### src/rtl/vga_timing_sequencer.sv
// VGA raster timing generator: a three-state sequencer (idle/run/drain) that walks
// h/v position counters and produces registered, skew-free sync/enable/strobe outputs.
module vga_timing_sequencer #(
   parameter int H_VISIBLE       = 640,
   parameter int H_FRONT         = 16,
   parameter int H_SYNC          = 96,
   parameter int H_BACK          = 48,
   parameter int V_VISIBLE       = 480,
   parameter int V_FRONT         = 10,
   parameter int V_SYNC          = 2,
   parameter int V_BACK          = 33,
   parameter int COUNTER_SIZE    = 11,
   parameter int SYNC_ACTIVE_LOW = 1
) (
   input  logic                    control_clock,
   input  logic                    reset,
   input  logic                    run,
   output logic                    busy,
   output logic [COUNTER_SIZE-1:0] pixel_x,
   output logic [COUNTER_SIZE-1:0] pixel_y,
   output logic                    display_enabled,
   output logic                    hsync,
   output logic                    vsync,
   output logic                    line_start,
   output logic                    frame_start,
   output logic [1:0]              o_dbg_state
);

   localparam int H_TOTAL = H_VISIBLE + H_FRONT + H_SYNC + H_BACK;
   localparam int V_TOTAL = V_VISIBLE + V_FRONT + V_SYNC + V_BACK;

   localparam logic [COUNTER_SIZE-1:0] H_LAST     = COUNTER_SIZE'(H_TOTAL - 1);
   localparam logic [COUNTER_SIZE-1:0] V_LAST     = COUNTER_SIZE'(V_TOTAL - 1);
   localparam logic [COUNTER_SIZE-1:0] H_VIS      = COUNTER_SIZE'(H_VISIBLE);
   localparam logic [COUNTER_SIZE-1:0] V_VIS      = COUNTER_SIZE'(V_VISIBLE);
   localparam logic [COUNTER_SIZE-1:0] HS_START   = COUNTER_SIZE'(H_VISIBLE + H_FRONT);
   localparam logic [COUNTER_SIZE-1:0] HS_END     = COUNTER_SIZE'(H_VISIBLE + H_FRONT + H_SYNC);
   localparam logic [COUNTER_SIZE-1:0] VS_START   = COUNTER_SIZE'(V_VISIBLE + V_FRONT);
   localparam logic [COUNTER_SIZE-1:0] VS_END     = COUNTER_SIZE'(V_VISIBLE + V_FRONT + V_SYNC);
   localparam logic [COUNTER_SIZE-1:0] CNT_ONE    = COUNTER_SIZE'(1);

   localparam logic SYNC_ON  = (SYNC_ACTIVE_LOW != 0) ? 1'b0 : 1'b1;
   localparam logic SYNC_OFF = ~SYNC_ON;

   localparam logic [1:0] ST_IDLE  = 2'd0;
   localparam logic [1:0] ST_RUN   = 2'd1;
   localparam logic [1:0] ST_DRAIN = 2'd2;

   logic [1:0]              r_state;
   logic [COUNTER_SIZE-1:0] r_h;
   logic [COUNTER_SIZE-1:0] r_v;
   logic                    r_busy;
   logic                    r_de;
   logic                    r_hsync;
   logic                    r_vsync;
   logic                    r_line_start;
   logic                    r_frame_start;

   logic [1:0]              w_state_n;
   logic [COUNTER_SIZE-1:0] w_h_n;
   logic [COUNTER_SIZE-1:0] w_v_n;
   logic                    w_h_last;
   logic                    w_v_last;
   logic                    w_busy_n;
   logic                    w_hs_on_n;
   logic                    w_vs_on_n;

   assign w_h_last = (r_h == H_LAST);
   assign w_v_last = (r_v == V_LAST);

   // Next position and state; in RUN/DRAIN the counters always advance, and the only
   // place a draining sequencer may stop is the final pixel of the frame.
   always_comb begin
      w_state_n = r_state;
      w_h_n     = r_h;
      w_v_n     = r_v;
      case (r_state)
         ST_IDLE: begin
            w_h_n = '0;
            w_v_n = '0;
            if (run) w_state_n = ST_RUN;
         end
         ST_RUN, ST_DRAIN: begin
            if (w_h_last) begin
               w_h_n = '0;
               w_v_n = w_v_last ? '0 : (r_v + CNT_ONE);
            end else begin
               w_h_n = r_h + CNT_ONE;
            end
            if (run)
               w_state_n = ST_RUN;
            else if (r_state == ST_DRAIN && w_h_last && w_v_last)
               w_state_n = ST_IDLE;
            else
               w_state_n = ST_DRAIN;
         end
         default: begin
            w_state_n = ST_IDLE;
            w_h_n     = '0;
            w_v_n     = '0;
         end
      endcase
   end

   // Decode outputs from the next position so they land in the same register stage.
   assign w_busy_n  = (w_state_n != ST_IDLE);
   assign w_hs_on_n = w_busy_n && (w_h_n >= HS_START) && (w_h_n < HS_END);
   assign w_vs_on_n = w_busy_n && (w_v_n >= VS_START) && (w_v_n < VS_END);

   always_ff @(posedge control_clock or posedge reset) begin
      if (reset) begin
         r_state       <= ST_IDLE;
         r_h           <= '0;
         r_v           <= '0;
         r_busy        <= 1'b0;
         r_de          <= 1'b0;
         r_hsync       <= SYNC_OFF;
         r_vsync       <= SYNC_OFF;
         r_line_start  <= 1'b0;
         r_frame_start <= 1'b0;
      end else begin
         r_state       <= w_state_n;
         r_h           <= w_h_n;
         r_v           <= w_v_n;
         r_busy        <= w_busy_n;
         r_de          <= w_busy_n && (w_h_n < H_VIS) && (w_v_n < V_VIS);
         r_hsync       <= w_hs_on_n ? SYNC_ON : SYNC_OFF;
         r_vsync       <= w_vs_on_n ? SYNC_ON : SYNC_OFF;
         r_line_start  <= w_busy_n && (w_h_n == '0);
         r_frame_start <= w_busy_n && (w_h_n == '0) && (w_v_n == '0);
      end
   end

   assign busy            = r_busy;
   assign pixel_x         = r_h;
   assign pixel_y         = r_v;
   assign display_enabled = r_de;
   assign hsync           = r_hsync;
   assign vsync           = r_vsync;
   assign line_start      = r_line_start;
   assign frame_start     = r_frame_start;
   assign o_dbg_state     = r_state;

endmodule

### config.mk
export PLATFORM = sky130hd
export DESIGN_NAME = vga_timing_sequencer
export DESIGN_NICKNAME = d
export VERILOG_FILES = /design/src/rtl/vga_timing_sequencer.sv
export SDC_FILE = /design/constraint.sdc
export NUM_CORES = 1
export LEC_CHECK = 0
export BUFFER_PORTS_ARGS = -buffer_cell sky130_fd_sc_hd__buf_2
export CAP_MARGIN = 15
export CORE_ASPECT_RATIO = 1.4
export CORE_UTILIZATION = 35
export CTS_BUF_LIST = sky130_fd_sc_hd__clkbuf_16
export DETAILED_ROUTE_END_ITERATION = 8
export MAX_ROUTING_LAYER = met4
export PLACE_DENSITY = 0.56
export SYNTH_ARGS = -nofsm -noshare
export SYNTH_HDL_FRONTEND = slang
export SYNTH_SLANG_ARGS = --single-unit
### constraint.sdc
create_clock -name control_clock -period 2.9 [get_ports control_clock]
set_input_delay 0.435 -clock control_clock [delete_from_list [all_inputs] [get_ports control_clock]]
set_output_delay 0.435 -clock control_clock [all_outputs]
set_load 0.05 [all_outputs]
======== After elaboration in Yosys (flattened, before gate mapping) ========
Index checks and enable logic that the tools add are counted.
word-level totals
  register bits after elaboration ......... 30
  input bits .............................. 3
  output and inout port bits .............. 30
  word-level logic and storage cells ...... 47
cells by class
  $add $sub $neg .......................... 2
  $lt $le $gt $ge ......................... 6
  equality and inequality tests ........... 4
  multiplexer cells ....................... 11
  reductions and logical operators ........ 15
operators by type and width
  cell                     count
  $mux W11                 5
  $add A11 B1 Y11 const B  2
  $eq A11 B10 Y1 const B   2
  $logic_not A11 Y1        2
  $lt A11 B10 Y1 const B   2
  $lt A11 B9 Y1 const B    2
  $ge A11 B10 Y1 const B   1
  $ge A11 B9 Y1 const B    1
  $logic_and A1 B1 Y1      10
  $mux W2                  3
  $pmux W2 S2              1
  $eq A2 B1 Y1 const B     1
  $eq A2 B2 Y1 const B     1
  $logic_not A2 Y1         1
  $mux W1                  2
  $reduce_bool A2 Y1       1
  $reduce_or A2 Y1         1

======== Depth between registers and ports, before layout ========
Gate-level depths: netlist of the first run.
  word-level depth ........................ 10
  mapped depth ............................ 9
  depth with buffers taken out ............ 8

======== Worst setup path before layout of the first run ========
OpenSTA, ideal clock, no wires.
  kind .................................... register to register
  from .................................... register r_h[0] (netlist: pixel_x[0])
  to ...................................... register r_frame_start (netlist: frame_start)
  data arrival time ....................... 2.437 ns
  required time ........................... 2.780 ns
  slack ................................... 0.343 ns
  stages on the path, launching flop included .. 10
  path buffers ............................ 2
  path through ............................ dfrtp_1 > ha_1 > and4_1 > buf_2 > nand3_2 > buf_2 > nor4_1 > a211oi_2 > a41o_1 > and4_1
on the way
  cells in the longest elaborated chain, start to end .. 9
  elaborated cells on any way between the ends .. 16
  those cells by class .................... add/sub: 1; eq/ne: 1; mux: 7; reduce/logical: 7
RTL lines
  item                                                     line  text
  start, declared                                          50    logic [COUNTER_SIZE-1:0] r_h;
  start signal, assigned                                   123   r_h <= w_h_n;
  branches (longest 8 deep; another with $add A11 B1 Y11)  -
  $logic_and A1 B1 Y1 *                                    130   r_frame_start <= w_busy_n && (w_h_n == '0) && (w_v_n == '0);
  end signal, assigned                                     130
  end, declared                                            57    logic r_frame_start;
Every way passes the cells marked *.

======== Worst setup path in the final report of the first run ========
  from .................................... register r_h[0] (netlist: pixel_x[0])
  to ...................................... register r_vsync (netlist: vsync)
on the way
  elaborated cells on any way between the ends .. 14
  those cells by class .................... order compare: 2; eq/ne: 1; mux: 6; reduce/logical: 5
RTL lines
  item                   line  text
  $eq A11 B10 Y1 *       68    assign w_h_last = (r_h == H_LAST);
  $mux W11 *             84    if (w_h_last) begin
  $mux W11 *             77    case (r_state)
  via w_v_n[5]           61    logic [COUNTER_SIZE-1:0] w_v_n;
  $ge A11 B9 Y1          108   assign w_vs_on_n = w_busy_n && (w_v_n >= VS_START) && (w_v_n < VS_END);
  $logic_and A1 B1 Y1    108
  $logic_and A1 B1 Y1 *  108
  $mux W1 *              128   r_vsync <= w_vs_on_n ? SYNC_ON : SYNC_OFF;
  end signal, assigned   128
  end, declared          55    logic r_vsync;
Mark *: on every way through the listed nets, which the timed path passes. The rest lies on a longest branch.

==> results of run 1 <==
[layout make-up]
class / count / area [um^2] / share of cell area [%]
clock inverters: 3 / 16.3 / 0.745
repair buffers: 34 / 175 / 8.03
well taps: 64 / 80.1 / 3.67
inverters: 13 / 48.8 / 2.24
clock buffers: 5 / 125 / 5.73
multi-input cells: 142 / 983 / 45.1
flip-flops and latches: 30 / 753 / 34.5
[kinds of logic (layout without fill, tap and decap cells)]
group / after synthesis / in the layout / synth area share (%)
AOI/OAI and AO/OA: 30 / 30 / 13.4
DFF: 30 / 30 / 41.0
and+or+nand+nor: 88 / 88 / 27.5
adders and majority gates: 6 / 6 / 4.09
buffers and inverters: 22 / 55 / 5.38
xor gates and xnor gates: 18 / 18 / 8.59
[stage by stage]
stage	setup slack, ns	util [%]
after floorplan	0.343	-
after global placement	0.518	41.2
after detailed placement	0.408	41.2
after CTS	0.394	44.0
after global routing	0.192	44.0
final	0.360	44.0
[flip-flops by register name (all words and copies together) (netlist names)]
register         count
pixel_x             11
pixel_y             11
o_dbg_state          2
busy                 1
display_enabled      1
frame_start          1
hsync                1
line_start           1
vsync                1
[final timing paths]
kind	start	end	slack, ns	cells past startpoint
setup / recovery	pixel_x[0]$_DFF_PP0_	vsync$_DFF_PP1_	0.36	7
hold / removal	reset	pixel_y[0]$_DFF_PP0_	0.23	3
setup reg to reg	pixel_x[0]$_DFF_PP0_	vsync$_DFF_PP1_	0.36	7
hold reg to reg	pixel_x[0]$_DFF_PP0_	pixel_x[0]$_DFF_PP0_	0.51	1
max in group asynchronous	reset	vsync$_DFF_PP1_	2.35	3
min in group control_clock	run	o_dbg_state[0]$_DFF_PP0_	0.45	3
[Yosys cell counts, types with 2 or more instances]
cell / number / area [um^2]
dfrtp_1: 28 / 701
nor2_1: 21 / 78.8
nand2_1: 17 / 63.8
inv_1: 13 / 48.8
xnor2_1: 12 / 105
nand3_1: 8 / 40.0
nand4_1: 8 / 50.1
buf_2: 7 / 35.0
ha_1: 6 / 75.1
xor2_1: 6 / 52.6
nor3_1: 5 / 25.0
nor4_1: 5 / 31.3
a21oi_1: 4 / 20.0
and2_1: 4 / 25.0
o21ai_0: 3 / 15.0
a41o_1: 2 / 20.0
and4_1: 2 / 17.5
dfstp_2: 2 / 52.6
nor4_2: 2 / 25.0
o21a_1: 2 / 15.0
o22ai_1: 2 / 12.5
o31a_1: 2 / 17.5
or2_2: 2 / 12.5
or3_1: 2 / 12.5
[power groups by stage]
| stage | combinational, mW | sequential, mW | clock [mW] |
|---|---|---|---|
| after floorplan | 0.301 | 0.709 | 0 |
| after global placement | 0.655 | 0.525 | 0 |
| after detailed placement | 0.649 | 0.529 | 0 |
| after CTS | 0.651 | 0.522 | 0.505 |
| after global routing | 0.702 | 0.528 | 0.530 |
| final | 0.643 | 0.521 | 0.496 |
[metal layers]
| layer | routed length [um] | vias to the layer above | share of wire (%) | global-route usage [%] |
|---|---|---|---|---|
| met5 | 0 | - | 0 | - |
| met4 | 134 | 0 | 3.0 | 9.50 |
| met3 | 175 | 10 | 4.0 | 3.91 |
| met2 | 2240 | 38 | 51 | 31.2 |
| met1 | 1840 | 726 | 42 | 20.6 |
| li1 | - | 760 | - | - |
[critical path, cell delays in order, from the launching register on]
cell      delay [ns]
dfrtp_1         0.40
ha_1            0.30
and4_1          0.40
nand3_2         0.31
or3_1           0.43
a21oi_1         0.24
and4bb_2        0.29
nand4_1         0.09
==> run_results.csv, run 1 <==
group,metric,value,unit
critical_path,arrival,2.73,ns
final_layout,final_common_cell,"buf_2",
logic_synthesis,synth_flop_cell,"dfrtp_1",
place,hpwlAfterDp,3290,um
sta,tns,0,ns
place,dpl-instance-area,0.00204,mm^2
global_route,grt_usage,18.5,%
logic_synthesis,avgSynthCellArea,9.46,um^2
logic_synthesis,ys_seq_elements,30,
final_layout,stdcell_count,291,
route,viasPerCell,5.27,
route,final_antenna_net_count,0,
pwr,p_leak,0.964,nW
floorplan,row_count,30,
clock_tree,clkLatencyLatePin,0.27,ns
floorplan,io_pins,33,
clock_tree,htree_levels,2,
global_route,grt_pass1_wl,7470,um
pwr,pwr-share-comb,38.7,%
critical_path,crit_fanout,13,
pwr,seqPwrFrac,31.4,%
sta,period_minus_slack,2.54,ns
sta,setup_viol,0,
sta,fin_skew,0.00197,ns
global_route,gr-total-overflow,0,
floorplan,die_w,63.2,um
clock_tree,cts_tree,"yes",
pwr,power_switching,0.685,mW
sta,maxSlewHeadroom,69.9,%
final_layout,drive_gt1_share,25.1,%
floorplan,core_area,0.00495,mm^2
sta,finalHoldViolCount,0,
critical_path,end_kind,"flip-flop",
pwr,clkPwrFrac,29.9,%
route,drtPass1Iterations,4,
clock_tree,ctsResizeCount,0,
place,portBuffers,32,
sta,rsz0062_at_grt,"no",
final_layout,final_cell_mix,"32 x buf_2, 28 x dfrtp_1, 21 x nor2_1",
clock_tree,cts_num_sinks,30,
logic_synthesis,async_reset_ff_share,100,%
sta,drv_slew,0,
logic_synthesis,ys_seq_area_share,41.0,%
floorplan,start_util,37.0,%
floorplan,die_y,87.7,um
clock_tree,ctsHoldBuffers,0,
final_layout,fin_nets,235,
final_layout,antenna_cells,0,
final_layout,fin_area,0.00218,mm^2
sta,finalCritPeriodShare,87.6,%
pwr,intPower,0.975,mW
route,wl_per_cell,15.1,um
pwr,finalPower,1.66,mW
route,wirelength,4400,um
sta,worst_slew_pin_slew,0.445,ns
clock_tree,cts_buffers,5,
logic_synthesis,synth_edf_count,0,
logic_synthesis,synth_fp_nets,203,
route,drcViolationCount,0,
job,maxCapViolCount,0,
place,gp_congestion,0.845,
clock_tree,postCtsSetupBuffers,0,
floorplan,die-area,0.00554,mm^2
global_route,grt_pass1_vias,1541,
global_route,grt_max_degree,31,
pwr,pwr_density_cell,761,mW/mm^2
pwr,swShare,41.3,%
hold_path,hold_path.class,"primary input to asynchronous set/reset pin",
critical_path,critPathKind,"flip-flop to flip-flop",
critical_path,required,3.09,ns
clock_tree,ctsLongestPathBuffers,2,
pwr,ir_drop,0.366,mV
sta,fin_hold_ws,0.229,ns
final_layout,nFillCells,499,
place,place_inst,283,
clock_tree,clk_pin_slew,0.05,ns
sta,fmax,394,MHz
logic_synthesis,synth_cell_type_count,53,
logic_synthesis,synth_area,0.00184,mm^2
critical_path,startpoint_type,"flip-flop",
status,status,"complete, no violations",
logic_synthesis,syn_inst,194,
final_layout,area_growth,18.9,%
logic_synthesis,yosys_warnings,0,
global_route,antenna_found_initial,0,
clock_tree,cts_root_buffer,"clkbuf_16",
route,vias,1534,
route,drt-initial-drc-count,100,
No activity file was read; power rests on OpenSTA's default activity.
==> run 2: changes to the inputs <==
--- a/config.mk
+++ b/config.mk
@@ -8,6 +8,7 @@
 export BUFFER_PORTS_ARGS = -buffer_cell sky130_fd_sc_hd__buf_2
 export CAP_MARGIN = 15
 export CORE_ASPECT_RATIO = 1.4
+export CORE_MARGIN = 2
 export CORE_UTILIZATION = 35
 export CTS_BUF_LIST = sky130_fd_sc_hd__clkbuf_16
 export DETAILED_ROUTE_END_ITERATION = 8
==> run 2 against run 1 <==
Clock skew up 0.0023 ns. Highest routed layer unchanged. Combinational power up 0.8%. Critical endpoint is now display_enabled$_DFF_PP0_. Maximum frequency up 1.1%.
==> run_results.csv, run 2 (synthesis gave the netlist of run 1 again) <==
group,metric,value,unit
place,dpl_worst_slack,0.402,ns
clock_tree,htree_levels,2,
sta,tns,0,ns
global_route,grt_max_degree,31,
route,wl_per_cell,15.1,um
clock_tree,cts_root_buffer,"clkbuf_16",
final_layout,fin_nets,235,
pwr,p_leak,0.963,nW
clock_tree,postCtsSetupBuffers,0,
pwr,ir_drop,0.311,mV
sta,worst_slew_pin_slew,0.459,ns
floorplan,die_w,65.2,um
floorplan,start_util,35.9,%
sta,drv_slew,0,
sta,fmax,398,MHz
route,drtPass1Iterations,4,
clock_tree,cts_tree,"yes",
global_route,grt_usage,17.7,%
route,final_antenna_net_count,0,
critical_path,path_buf_inv,0,
route,viasPerCell,5.35,
final_layout,area_growth,18.7,%
clock_tree,clkLatencyLatePin,0.28,ns
final_layout,final_common_cell,"buf_2",
route,vias,1568,
critical_path,timing.rr.end,"display_enabled$_DFF_PP0_",
floorplan,row_count,31,
critical_path,r2r_cells,7,
floorplan,core_area,0.00512,mm^2
critical_path,startpoint_type,"flip-flop",
critical_path,required,3.08,ns
critical_path,crit_path_max_incr_delay,0.40,ns
clock_tree,ctsLongestPathBuffers,2,
final_layout,fin_area,0.00218,mm^2
floorplan,io_pins,33,
place,dpl-instance-area,0.00204,mm^2
sta,maxSlewHeadroom,69.0,%
place,gp_congestion,0.862,
critical_path,reg2reg_slack,0.39,ns
place,hpwlAfterDp,3350,um
place,portBuffers,32,
sta,rsz0062_at_grt,"no",
sta,fin_skew,0.00432,ns
clock_tree,ctsHoldBuffers,0,
clock_tree,ctsResizeCount,0,
critical_path,critPathKind,"flip-flop to flip-flop",
global_route,antenna_found_initial,0,
floorplan,die-area,0.00585,mm^2
route,wirelength,4440,um
global_route,gr-total-overflow,0,
critical_path,cp_num_cells,7,
route,drcViolationCount,0,
final_layout,drive_gt1_share,24.2,%
job,maxCapViolCount,0,
pwr,pwr_density_cell,757,mW/mm^2
hold_path,hold_path.class,"primary input to asynchronous set/reset pin",
critical_path,end_kind,"flip-flop",
critical_path,crit_chain,"ha_1 -> and4_1 -> nand3_2 -> nor3_1 -> xnor2_1 -> and4bb_2 -> nor4b_2",
final_layout,antenna_cells,0,
status,status,"complete, no violations",
critical_path,arrival,2.70,ns
sta,finalCritPeriodShare,86.6,%
floorplan,die_y,89.7,um
sta,finalHoldViolCount,0,
sta,period_minus_slack,2.51,ns
final_layout,final_cell_mix,"32 x buf_2, 28 x dfrtp_1, 21 x nor2_1",
global_route,grt_pass1_wl,7450,um
clock_tree,clk_pin_slew,0.05,ns
route,drt-initial-drc-count,125,
critical_path,crit_fanout,13,
clock_tree,cts_buffers,5,
sta,setup_ws,0.388,ns
global_route,grt_pass1_vias,1553,
clock_tree,cts_num_sinks,30,
sta,setup_viol,0,
critical_path,critical_path.top_delay_family,"simple AND/OR/NAND/NOR gates",
critical_path,cpMaxStageDelayCell,"dfrtp_1",
critical_path,r2r_start,"pixel_x[0]$_DFF_PP0_",
-- run 2: cell types whose count changed in the layout (fill, tap and decap cells not counted) --
cell        delta
clkinv_1       +2
clkinvlp_4     -1
clkinv_2       -1
-- run 2: layout make-up --
cell class              instances  area (um^2)
fillers                       521         2940
well taps                      66         82.6
multi-input cells             142          983
clock inverters                 3         11.3
flip-flops and latches         30          753
repair buffers                 34          175
inverters                      13         48.8
clock buffers                   5          125
-- run 2: where the power goes --
| part | internal [mW] | leakage (nW) | switching (mW) |
|---|---|---|---|
| registers | 0.478 | 0.399 | 0.0444 |
| logic | 0.185 | 0.498 | 0.463 |
| clock network | 0.308 | 0.0663 | 0.172 |
-- run 2: worst max path at each step --
stage | startpoint | to | slack, ns
6_report | pixel_x[0]$_DFF_PP0_ | display_enabled$_DFF_PP0_ | 0.39
4_1_cts | pixel_x[0]$_DFF_PP0_ | display_enabled$_DFF_PP0_ | 0.40
3_3_place_gp | pixel_x[0]$_DFF_PP0_ | display_enabled$_DFF_PP0_ | 0.51
2_1_floorplan | pixel_x[0]$_DFF_PP0_ | frame_start$_DFF_PP0_ | 0.34
5_1_grt | pixel_x[0]$_DFF_PP0_ | display_enabled$_DFF_PP0_ | 0.22
3_5_place_dp | pixel_x[0]$_DFF_PP0_ | display_enabled$_DFF_PP0_ | 0.40
-- run 2: worst reg2reg max path: cells and delay by family (launching register included) --
kind / cells / cell delay, ns
DFF: 1 / 0.40
adders and majority gates: 1 / 0.31
xor gates and xnor gates: 1 / 0.19
and+or+nand+nor: 5 / 1.53
-- run 2: routing by layer --
layer  wire [um]  global-route usage [%]
met1        1810                    19.9
met2        2280                    28.5
met3         166                    4.11
met4         182                    10.8
met5           0                       -
-- run 2: through the flow --
stage / hold WS [ns] / power [mW] / util (%) / cells
floorplan: 0.524 / 1.01 / - / 194
global placement: 0.486 / 1.19 / 39.9 / 285
detailed placement: 0.500 / 1.18 / 39.9 / 285
CTS: 0.250 / 1.67 / 42.6 / 293
global route: 0.286 / 1.76 / 42.6 / 293
finish: 0.228 / 1.65 / 42.6 / 293
==> run 3: changes to the inputs <==
--- a/config.mk
+++ b/config.mk
@@ -7,7 +7,6 @@
 export LEC_CHECK = 0
 export BUFFER_PORTS_ARGS = -buffer_cell sky130_fd_sc_hd__buf_2
 export CAP_MARGIN = 15
-export CORE_ASPECT_RATIO = 1.4
 export CORE_MARGIN = 2
 export CORE_UTILIZATION = 35
 export CTS_BUF_LIST = sky130_fd_sc_hd__clkbuf_16
==> constraint.sdc (replaced) <==
create_clock -name control_clock -period 3.2 [get_ports control_clock]
set_input_delay 0.48 -clock control_clock [delete_from_list [all_inputs] [get_ports control_clock]]
set_output_delay 0.48 -clock control_clock [all_outputs]
set_load 0.05 [all_outputs]
==> run 3 against run 2 <==
Setup slack improved by 0.30 ns. Via count shrank 1.5%. Register-to-register slack better by 0.30 ns. Critical path depth unchanged. Non-clock buffer count unchanged.
==> run_results.csv, run 3 (synthesis gave the netlist of run 1 again) <==
group,metric,value,unit
floorplan,die_w,76.4,um
route,wirelength,4370,um
critical_path,timing.rr.end,"frame_start$_DFF_PP0_",
global_route,gr-total-overflow,0,
clock_tree,postCtsSetupBuffers,0,
final_layout,drive_gt1_share,24.8,%
clock_tree,ctsResizeCount,0,
place,hpwlAfterDp,3230,um
clock_tree,cts_tree,"yes",
critical_path,crit_fanout,13,
pwr,swShare,38.6,%
clock_tree,ctsLongestPathBuffers,2,
floorplan,core_area,0.00507,mm^2
global_route,grt_usage,16.1,%
sta,finalHoldViolCount,0,
final_layout,final_cell_mix,"32 x buf_2, 28 x dfrtp_1, 21 x nor2_1",
final_layout,antenna_cells,0,
final_layout,fin_nets,235,
critical_path,startpoint_type,"flip-flop",
floorplan,row_count,26,
pwr,p_leak,0.974,nW
sta,fmax,398,MHz
job,maxCapViolCount,0,
route,viasPerCell,5.22,
clock_tree,clkLatencyLatePin,0.27,ns
critical_path,r2r_cells,7,
sta,worst_slew_pin_slew,0.473,ns
critical_path,crit_top_cell,"and4_1",
global_route,grt_pass1_wl,7200,um
final_layout,final_common_cell,"buf_2",
route,final_antenna_net_count,0,
critical_path,crit_chain,"ha_1 -> and4_1 -> nand3_2 -> nor4_1 -> a211oi_2 -> a41o_1 -> and4_1",
critical_path,crit_path_max_incr_delay,0.49,ns
route,drcViolationCount,0,
clock_tree,ctsHoldBuffers,0,
sta,period_minus_slack,2.51,ns
critical_path,required,3.35,ns
floorplan,die_y,76.4,um
global_route,grt_pass1_vias,1490,
route,wl_per_cell,14.7,um
sta,fin_skew,0.00469,ns
global_route,antenna_found_initial,0,
pwr,pwr-share-comb,37.5,%
pwr,ir_drop,0.259,mV
clock_tree,cts_num_sinks,30,
pwr,pwr_density_cell,708,mW/mm^2
clock_tree,cts_root_buffer,"clkbuf_16",
hold_path,hold_path.class,"primary input to asynchronous set/reset pin",
sta,finalCritPeriodShare,78.5,%
status,status,"complete, no violations",
pwr,clkPwrFrac,32.4,%
final_layout,fin_util,43.5,%
critical_path,end_kind,"flip-flop",
route,drtPass1Iterations,4,
critical_path,cpMaxStageDelayCell,"nor4_1",
critical_path,reg2reg_slack,0.69,ns
pwr,intPower,0.959,mW
critical_path,critPathKind,"flip-flop to flip-flop",
critical_path,path_buf_inv,0,
critical_path,r2r_start,"pixel_x[0]$_DFF_PP0_",
place,gp_congestion,0.774,
global_route,grt_max_degree,31,
place,portBuffers,32,
floorplan,start_util,36.2,%
sta,rsz0062_at_grt,"no",
route,drt-initial-drc-count,94,
pwr,power_switching,0.603,mW
critical_path,arrival,2.67,ns
floorplan,die-area,0.00584,mm^2
sta,fin_hold_ws,0.277,ns
clock_tree,htree_levels,2,
sta,maxSlewHeadroom,68.1,%
route,vias,1545,
floorplan,io_pins,33,
sta,setup_viol,0,
final_layout,area_growth,20.2,%
clock_tree,clk_pin_slew,0.05,ns
clock_tree,cts_buffers,5,
sta,drv_slew,0,
sta,tns,0,ns
pwr,seqPwrFrac,30.1,%
pwr,finalPower,1.56,mW
critical_path,critical_path.top_delay_family,"simple AND/OR/NAND/NOR gates",
-- run 3: worst max path at each step --
stage               slack (ns)  depth (start not counted)                  from                        end
finish                    0.69                          7  pixel_x[0]$_DFF_PP0_      frame_start$_DFF_PP0_
global route              0.51                          7  pixel_x[0]$_DFF_PP0_  display_enabled$_DFF_PP0_
CTS                       0.68                          7  pixel_x[0]$_DFF_PP0_      frame_start$_DFF_PP0_
detailed placement        0.69                          7  pixel_x[0]$_DFF_PP0_      frame_start$_DFF_PP0_
global placement          0.73                          7  pixel_x[0]$_DFF_PP0_  display_enabled$_DFF_PP0_
floorplan                 0.64                          9  pixel_x[0]$_DFF_PP0_      frame_start$_DFF_PP0_
-- run 3: per-layer routing --
metal | GRT usage (%) | wire [um] | vias up
met5 | - | 0 | -
met4 | 6.55 | 51 | 0
met3 | 3.91 | 205 | 4
met2 | 24.4 | 2070 | 44
met1 | 20.6 | 2040 | 741
li1 | - | - | 756
-- run 3: layout make-up --
class	instances	area, um^2
flip-flops and latches	30	753
multi-input cells	142	983
repair buffers	34	175
clock buffers	5	125
well taps	70	87.6
fillers	522	2870
inverters	13	48.8
clock inverters	2	33.8
-- run 3: through the flow --
step                std cells  instance area, um^2  worst slack (ns)
detailed placement        289                 2050             0.694
CTS                       296                 2210             0.684
floorplan                 194                 1840             0.643
finish                    296                 2210             0.689
global placement          289                 2050             0.733
global route              296                 2210             0.505
-- run 3: power groups by stage --
stage / Combinational, mW / Sequential (mW) / Clock [mW]
2_1_floorplan: 0.272 / 0.642 / 0
3_3_place_gp: 0.590 / 0.478 / 0
3_5_place_dp: 0.592 / 0.478 / 0
4_1_cts: 0.594 / 0.472 / 0.517
5_1_grt: 0.639 / 0.480 / 0.537
6_report: 0.586 / 0.471 / 0.506
-- run 3: worst min-delay path: stages --
cell   delay (ns)
buf_2        0.09
inv_1        0.04
buf_4        0.34
